$ cat src/rtl/fifo_scheduler.sv
// fifo_scheduler: round-robin producer arbitration and read sequencing for a shared byte FIFO.
// Defining FIFO_SCHED_CHECK_EN builds a FIFO-flag consistency checker driving err.
module fifo_scheduler #(
    parameter int NREQ      = 4,
    parameter int DW        = 8,
    parameter int DEPTH     = 16,
    parameter int MAX_BURST = 4
) (
    input  logic                    clk,
    input  logic                    rst,
    input  logic [NREQ-1:0]         req_valid,
    input  logic [NREQ*DW-1:0]      req_data,
    output logic [NREQ-1:0]         req_ready,
    input  logic                    rd_req,
    output logic                    rd_ack,
    output logic                    rd_valid,
    output logic                    fifo_wr,
    output logic                    fifo_rd,
    output logic [DW-1:0]           fifo_din,
    input  logic                    fifo_full,
    input  logic                    fifo_empty,
    output logic [$clog2(DEPTH):0]  level,
    output logic [$clog2(NREQ)-1:0] grant_id,
    output logic                    err
);
    localparam int LW = $clog2(DEPTH) + 1;
    localparam int GW = $clog2(NREQ);
    localparam int SW = $clog2(MAX_BURST + 1);
    localparam int unsigned NREQ_U = NREQ;
    localparam logic [LW-1:0] DEPTH_L   = LW'(DEPTH);
    localparam logic [SW-1:0] BURST_L   = SW'(MAX_BURST);
    localparam logic [GW-1:0] GRANT_RST = GW'(NREQ - 1);

    typedef enum logic {S_WR, S_RD} state_t;

    state_t        state_q, state_d;
    logic [SW-1:0] streak_q, streak_d;
    logic [LW-1:0] level_q, level_d;
    logic [GW-1:0] grant_q, grant_d;
    logic [DW-1:0] fifo_din_q, fifo_din_d;
    logic          fifo_wr_q, fifo_rd_q, rd_valid_q;

    logic          found, wr_cand, rd_cand, do_wr, do_rd;
    logic [GW-1:0] pick, idx;
    logic [DW-1:0] sel_data;

    // Search starts one past the last grant so every producer gets a turn.
    always_comb begin
        found = 1'b0;
        pick  = grant_q;
        idx   = '0;
        for (int unsigned k = 1; k <= NREQ_U; k++) begin
            idx = GW'((32'(grant_q) + k) % NREQ_U);
            if (!found && req_valid[idx]) begin
                found = 1'b1;
                pick  = idx;
            end
        end
        sel_data = '0;
        for (int unsigned k = 0; k < NREQ_U; k++) begin
            if (pick == GW'(k)) sel_data = req_data[k*DW +: DW];
        end
    end

    always_comb begin
        wr_cand = !rst && found && (level_q < DEPTH_L);
        rd_cand = !rst && rd_req && (level_q != '0);
        // A saturated streak yields to a pending read even before the state flips.
        do_wr = wr_cand && (!rd_cand || (state_q == S_WR && streak_q != BURST_L));
        do_rd = rd_cand && !do_wr;

        req_ready = '0;
        if (do_wr) req_ready[pick] = 1'b1;
        rd_ack = do_rd;

        streak_d = streak_q;
        if (!rd_req || do_rd)
            streak_d = '0;
        else if (do_wr && streak_q != BURST_L)
            streak_d = streak_q + SW'(1);

        state_d = state_q;
        case (state_q)
            S_WR:    if (rd_cand && streak_d == BURST_L) state_d = S_RD;
            S_RD:    if (do_rd || !rd_req) state_d = S_WR;
            default: state_d = S_WR;
        endcase

        level_d = level_q;
        if (do_wr)
            level_d = level_q + LW'(1);
        else if (do_rd)
            level_d = level_q - LW'(1);

        grant_d    = do_wr ? pick : grant_q;
        fifo_din_d = do_wr ? sel_data : fifo_din_q;
    end

    always_ff @(posedge clk) begin
        if (rst) begin
            state_q    <= S_WR;
            streak_q   <= '0;
            level_q    <= '0;
            grant_q    <= GRANT_RST;
            fifo_din_q <= '0;
            fifo_wr_q  <= 1'b0;
            fifo_rd_q  <= 1'b0;
            rd_valid_q <= 1'b0;
        end else begin
            state_q    <= state_d;
            streak_q   <= streak_d;
            level_q    <= level_d;
            grant_q    <= grant_d;
            fifo_din_q <= fifo_din_d;
            fifo_wr_q  <= do_wr;
            fifo_rd_q  <= do_rd;
            rd_valid_q <= fifo_rd_q;
        end
    end

    assign fifo_wr  = fifo_wr_q;
    assign fifo_rd  = fifo_rd_q;
    assign fifo_din = fifo_din_q;
    assign rd_valid = rd_valid_q;
    assign level    = level_q;
    assign grant_id = grant_q;

`ifdef FIFO_SCHED_CHECK_EN
    // The FIFO count trails the shadow level by one edge, so compare against a delayed copy.
    logic [LW-1:0] level_dly_q;
    logic          err_q;

    always_ff @(posedge clk) begin
        if (rst) begin
            level_dly_q <= '0;
            err_q       <= 1'b0;
        end else begin
            level_dly_q <= level_q;
            if ((fifo_full != (level_dly_q == DEPTH_L)) ||
                (fifo_empty != (level_dly_q == '0)) ||
                (fifo_wr_q && fifo_rd_q))
                err_q <= 1'b1;
        end
    end

    assign err = err_q;
`else
    logic unused_flags;
    assign unused_flags = fifo_full ^ fifo_empty;
    assign err = 1'b0;
`endif
endmodule

$ cat config.mk
export PLATFORM = sky130hd
export DESIGN_NAME = fifo_scheduler
export DESIGN_NICKNAME = d
export VERILOG_FILES = /design/src/rtl/fifo_scheduler.sv
export SDC_FILE = /design/constraint.sdc
export NUM_CORES = 1
export LEC_CHECK = 0
export BUFFER_PORTS_ARGS = -buffer_cell sky130_fd_sc_hd__buf_4
export CAP_MARGIN = 30
export CELL_PAD_IN_SITES_DETAIL_PLACEMENT = 1
export CELL_PAD_IN_SITES_GLOBAL_PLACEMENT = 2
export CORE_ASPECT_RATIO = 0.5
export CORE_MARGIN = 2
export CORE_UTILIZATION = 25
export DETAILED_ROUTE_END_ITERATION = 7
export PLACE_DENSITY = 0.86
export REMOVE_ABC_BUFFERS = 1
export SETUP_SLACK_MARGIN = 0.5
export SKIP_CTS_REPAIR_TIMING = 1
export SLEW_MARGIN = 15
export SYNTH_ARGS = -nofsm -noshare
export SYNTH_HDL_FRONTEND = slang
export SYNTH_SLANG_ARGS = --single-unit
export TNS_END_PERCENT = 30
$ cat constraint.sdc
create_clock -name clk -period 3.6 [get_ports clk]
set_clock_uncertainty 0.1 [all_clocks]
set_input_delay 0.18 -clock clk [delete_from_list [all_inputs] [get_ports clk]]
set_output_delay 0.18 -clock clk [all_outputs]
set_load 0.005 [all_outputs]
==> impl_metrics.py, run 1 <==
metrics = {
    "cts": {
        "clock_latency_ns": 0.26,
        "cts-root-buf": "clkbuf_8",
        "cts.sinks": 22,
        "tritoncts.num_buffers": 3,
        "clkSlewWorstSetupHoldPaths_ns": 0.08,
        "h-tree-depth": 1,
        "clockBufferDepth": 2,
        "tritoncts": "done",
    },
    "logic_synthesis": {
        "seq_area_frac_synth_pct": 32.1,
        "synth_fa_ha_area_share_pct": 6.02,
        "netlist.top_cell.by_area": "dfxtp_1",
        "yosysTopAreaCellShare_pct": 32.1,
        "syn-cell-area_mm2": 0.00137,
        "synth_seq_cells": 22,
        "synth-xor-area-share_pct": 1.91,
        "netlist_top_cells_area": "dfxtp_1, mux2i_1, o221ai_1",
        "synthDistinctLibCells": 40,
        "yosysWarnings": 0,
        "postSynthAreaPerCell_um2": 9.03,
        "synthSimpleGateAreaFrac_pct": 20.3,
        "synth_top_family_by_area": "compound AO/OA/AOI/OAI gates",
        "synth_cells": 152,
        "synth_compound_area_share_pct": 22.6,
        "muxShareOfSynthArea_pct": 11.7,
    },
    "sta": {
        "layout_min_cycle_time_ns": 2.79,
        "hold_viol_final": 0,
        "fmax_ghz": 0.358,
        "period_share_pct": 77.6,
        "setup_violations": 0,
        "layout_setup_ws_ns": 0.807,
        "fin_tns_setup_ns": 0,
        "slew_violations": 0,
        "rsz0062_at_grt": "false",
    },
    "die": {
        "start_util_pct": 26.8,
        "die_y_um": 56.4,
        "fp-row-count": 18,
        "die_area_mm2": 0.00614,
        "boundaryPins": 65,
        "die_width_um": 109,
        "core_area_mm2": 0.00511,
    },
    "finish": {
        "fin_nets": 258,
        "layout-drive-gt1-share_pct": 35.2,
        "syn2layout_area_growth_pct": 40.7,
        "final_cell_mix": "buf_4, dfxtp_1, mux2i_1",
        "layout_commonest_cell": "buf_4",
        "insertedDiodeCount": 0,
    },
    "worst_setup_path": {
        "cp.arrival_ns": 2.89,
        "cp_data_required_time_ns": 3.69,
        "worst-setup-path-type": "flop to flop",
        "cp-start-kind": "flop",
        "r2r_start": "level[0]",
        "startpoint": "level[0]",
        "cp-end-kind": "flop",
        "critPathMaxFanout": 19,
    },
    "global_route": {
        "grt_pass1_wl_um": 6800,
        "grt_usage_pct": 13.7,
        "grt_max_degree": 21,
        "grt_overflow": 0,
        "grt_pass1_vias": 1431,
        "antenna_found_initial": 0,
    },
    "placed_design": {
        "gp_congestion": 0.740,
        "place_ws_ns": 0.737,
        "dp_hpwl_um": 3310,
        "port_buffers": 61,
    },
    "drt": {
        "via_count": 1347,
        "wl_um": 4170,
        "drtIter0Drc": 52,
        "avgRoutedWirePerCell_um": 14.9,
        "route.detailed.drc": 0,
        "postRouteAntennaNets": 0,
        "first_pass_iters": 3,
        "viasPerCell": 4.81,
    },
    "run_status": {
        "status": "completed",
    },
    "power": {
        "leakagePower_nw": 0.867,
        "ir_worst_vdd_v": 0.000215,
        "power.density_mw_per_mm2": 669,
        "finalPower_mw": 1.29,
    },
    "worst_hold_path": {
        "worstHoldStart": "req_data[1]",
        "hold_path_class": "input pin to flop",
    },
    "run": {
        "cap_violations": 0,
    },
}
-- area by class of cell --
| type | count | area (µm²) |
|---|---|---|
| repair buffers | 62 | 465 |
| flip-flops and latches | 22 | 440 |
| clock buffers | 4 | 55.1 |
| inverters | 5 | 21.3 |
| well taps | 70 | 87.6 |
| fillers | 596 | 3180 |
| multi-input cells | 117 | 862 |
-- synthesized netlist by cell type (all sizes together) --
cell and instances:
fa 1, nand2 10, nand3 4, a21oi 12, clkbuf 2, nor3 2
mux2i 16, or4 1, nor4b 1, o31a 1, o211a 2, nand2b 2
conb 1, xnor2 3, nor2b 5, ha 5, nand3b 9, a211o 1
nor4 1, o31ai 1, a21o 2, inv 5, and3 1, a2111oi 1
a211oi 4, buf 6, o21a 1, o21ai 5, o211ai 2, nor2 13
o22a 1, dfxtp 22, o221ai 8, nor3b 1
-- cell families after synthesis --
family | Yosys count
other | 1
XOR/XNOR | 3
buffers and inverters | 13
AO/OA/AOI/OAI | 41
AND/OR/NAND/NOR | 50
multiplexers | 16
adder cells (fa/ha/maj) | 6
flip-flops | 22
-- per-stage QoR --
step           hold WS, ns  instance area (µm²)  cells  util, %
2_1_floorplan        0.149                 1320    144        -
3_3_place_gp         0.366                 1870    276     36.7
3_5_place_dp         0.369                 1870    276     36.7
4_1_cts              0.118                 1930    280     37.7
5_1_grt              0.123                 1930    280     37.8
6_report             0.116                 1930    280     37.8
-- final timing paths --
kind,end,slack (ns),cells after the start
min reg2reg,rd_valid,0.38,1
max,level[4],0.81,9
max reg2reg,level[4],0.81,9
min,fifo_din[1],0.12,3
-- power by group --
| part | internal (mW) | leakage [nW] | switching, mW |
|---|---|---|---|
| clock network | 0.0976 | 0.0288 | 0.0849 |
| logic | 0.360 | 0.657 | 0.331 |
| registers | 0.333 | 0.182 | 0.0861 |
-- routing by layer --
| layer | global-route usage (%) | routed length, µm |
|---|---|---|
| met4 | 3.48 | 46 |
| met2 | 25.0 | 2210 |
| met3 | 3.02 | 121 |
| met1 | 16.2 | 1790 |
| met5 | 0 | 0 |
-- state kept, by name, indices dropped and copies added (netlist names) --
signal and cells:
grant_id 2, level 5, rd_valid 1, fifo_wr 1
state_q 1, streak_q 3, fifo_din 8, fifo_rd 1
-- worst max-delay path, stage by stage, from the launching register on --
cell	delay, ns
dfxtp_1	0.38
or4_4	0.57
o21ai_4	0.22
o21a_4	0.27
inv_4	0.13
fa_1	0.42
a21o_1	0.17
a21oi_1	0.18
a211oi_1	0.10
nor3_1	0.18
Note: power is estimated with default switching activity, not from simulation.
==> run 2, diff against run 1 <==
Clock period 3.6 ns to 2.7 ns, I/O delays scaled along.
==> run 2 against run 1 <==
Worst setup slack lost 0.56 ns. Sequential cell count stayed put. Clock-buffer cell count is 1 lower. Non-clock buffer count is 8 higher. Cell count increased by 2.5%. First-iteration DRC count fell by 42%. Sequential power up 34%. Cell area grew 4.9%. Global-route usage increased by 0.19 points. Total power up 41%. Largest cell class unchanged. Largest power group unchanged.
==> impl_metrics.py, run 2 (same netlist as run 1, synthesis figures left out) <==
metrics = {
    "run_status": {
        "status": "completed",
    },
    "cts": {
        "clockBufferDepth": 2,
        "cts.sinks": 22,
        "h-tree-depth": 1,
        "tritoncts": "done",
        "clkSlewWorstSetupHoldPaths_ns": 0.08,
        "clock_latency_ns": 0.27,
        "cts-root-buf": "clkbuf_8",
        "tritoncts.num_buffers": 3,
    },
    "power": {
        "swShare_pct": 39.4,
        "power.density_mw_per_mm2": 902,
        "p_seq_share_pct": 30.6,
        "p_switching_mw": 0.720,
        "p_comb_share_pct": 57.8,
        "power.share.clock_pct": 11.6,
        "p_int_mw": 1.11,
        "ir_worst_vdd_v": 0.000271,
        "leakagePower_nw": 0.911,
    },
    "sta": {
        "fin_tns_setup_ns": 0,
        "slew_violations": 0,
        "period_share_pct": 90.9,
        "layout_min_cycle_time_ns": 2.45,
        "rsz0062_at_grt": "true",
        "hold_viol_final": 0,
        "fmax_ghz": 0.407,
        "setup_violations": 0,
        "holdWs_ns": 0.0698,
    },
    "worst_setup_path": {
        "worst-setup-path-type": "flop to flop",
        "r2r_setup_slack_ns": 0.25,
        "reg2reg_to": "level[4]",
        "critPathMaxFanout": 6,
        "cp-end-kind": "flop",
        "r2r_start": "level[1]",
        "cp_data_required_time_ns": 2.76,
        "r2r_cells": 9,
        "cp-start-kind": "flop",
        "cp.arrival_ns": 2.51,
    },
    "drt": {
        "via_count": 1421,
        "viasPerCell": 4.95,
        "wl_um": 4410,
        "drtIter0Drc": 30,
        "route.detailed.drc": 0,
        "first_pass_iters": 4,
        "postRouteAntennaNets": 0,
        "avgRoutedWirePerCell_um": 15.4,
    },
    "global_route": {
        "grt_usage_pct": 13.9,
        "grt_max_degree": 21,
        "grt_pass1_wl_um": 6760,
        "antenna_found_initial": 0,
        "grt_pass1_vias": 1433,
        "grt_overflow": 0,
    },
    "finish": {
        "syn2layout_area_growth_pct": 47.6,
        "fin_nets": 266,
        "fin_util_pct": 39.6,
        "largest_register_ffs": 8,
        "stdcell_count": 287,
        "layout_commonest_cell": "buf_4",
        "layout-drive-gt1-share_pct": 41.5,
        "insertedDiodeCount": 0,
        "final_cell_mix": "buf_4, dfxtp_1, mux2i_1",
    },
    "placed_design": {
        "dp_hpwl_um": 3420,
        "port_buffers": 61,
        "dp.cells": 279,
        "gp_congestion": 0.742,
    },
    "worst_hold_path": {
        "hold_depth": 2,
        "worstHoldStart": "rst",
        "hold_path_class": "input pin to flop",
        "hold-path-endpoint": "level[3]",
    },
    "run": {
        "cap_violations": 0,
    },
    "die": {
        "start_util_pct": 26.8,
        "die_y_um": 56.4,
        "die_area_mm2": 0.00614,
        "boundaryPins": 65,
        "die_width_um": 109,
        "core_area_mm2": 0.00511,
        "fp-row-count": 18,
    },
}
==> run 2: changes by cell type in the layout (fill, tap and decap cells not counted), sizes merged <==
cell,delta
buf,+8
clkbuf,-1
==> run 2: final cells by class <==
type,count,area (µm²)
multi-input cells,117,905
well taps,70,87.6
clock buffers,3,41.3
flip-flops and latches,22,445
inverters,5,21.3
repair buffers,70,526
fillers,606,3090
==> run 2: power groups by stage <==
stage / logic, mW / clock network [mW] / registers [mW]
after detailed placement: 0.969 / 0 / 0.564
after CTS: 0.973 / 0.216 / 0.557
after global placement: 0.939 / 0 / 0.552
final: 1.06 / 0.211 / 0.560
after global routing: 1.16 / 0.229 / 0.574
after floorplan: 0.552 / 0 / 0.554
==> run 2: metrics by stage <==
stage / cell area (µm²) / setup slack, ns / power (mW)
floorplan: 1320 / 0.112 / 1.11
global placement: 1900 / 0.204 / 1.49
detailed placement: 1900 / 0.145 / 1.53
CTS: 1940 / 0.125 / 1.75
global route: 2030 / 0.162 / 1.97
finish: 2030 / 0.246 / 1.83
==> run 2: metal layers <==
layer	up-vias	global-route usage, %	part of all wire, %
met3	2	2.56	1.8
met5	-	0	0
met4	0	2.20	0.27
met2	13	25.9	54
met1	709	16.9	44
li1	697	-	-
==> run 2: worst max-delay path by stage <==
stage	start	end	slack, ns	cells after the start
2_1_floorplan	level[0]	level[4]	0.11	9
3_3_place_gp	level[1]	level[4]	0.20	9
3_5_place_dp	level[1]	level[4]	0.15	9
4_1_cts	level[1]	level[4]	0.12	9
5_1_grt	level[1]	level[4]	0.16	9
6_report	level[1]	level[4]	0.25	9
==> run 2: critical path: stages (launching register included) <==
cell,delay (ns)
dfxtp_4,0.36
or4_4,0.53
o21ai_4,0.24
o21a_4,0.18
inv_4,0.05
fa_2,0.35
a21o_1,0.17
a21oi_2,0.15
o211a_1,0.16
nor3_1,0.04
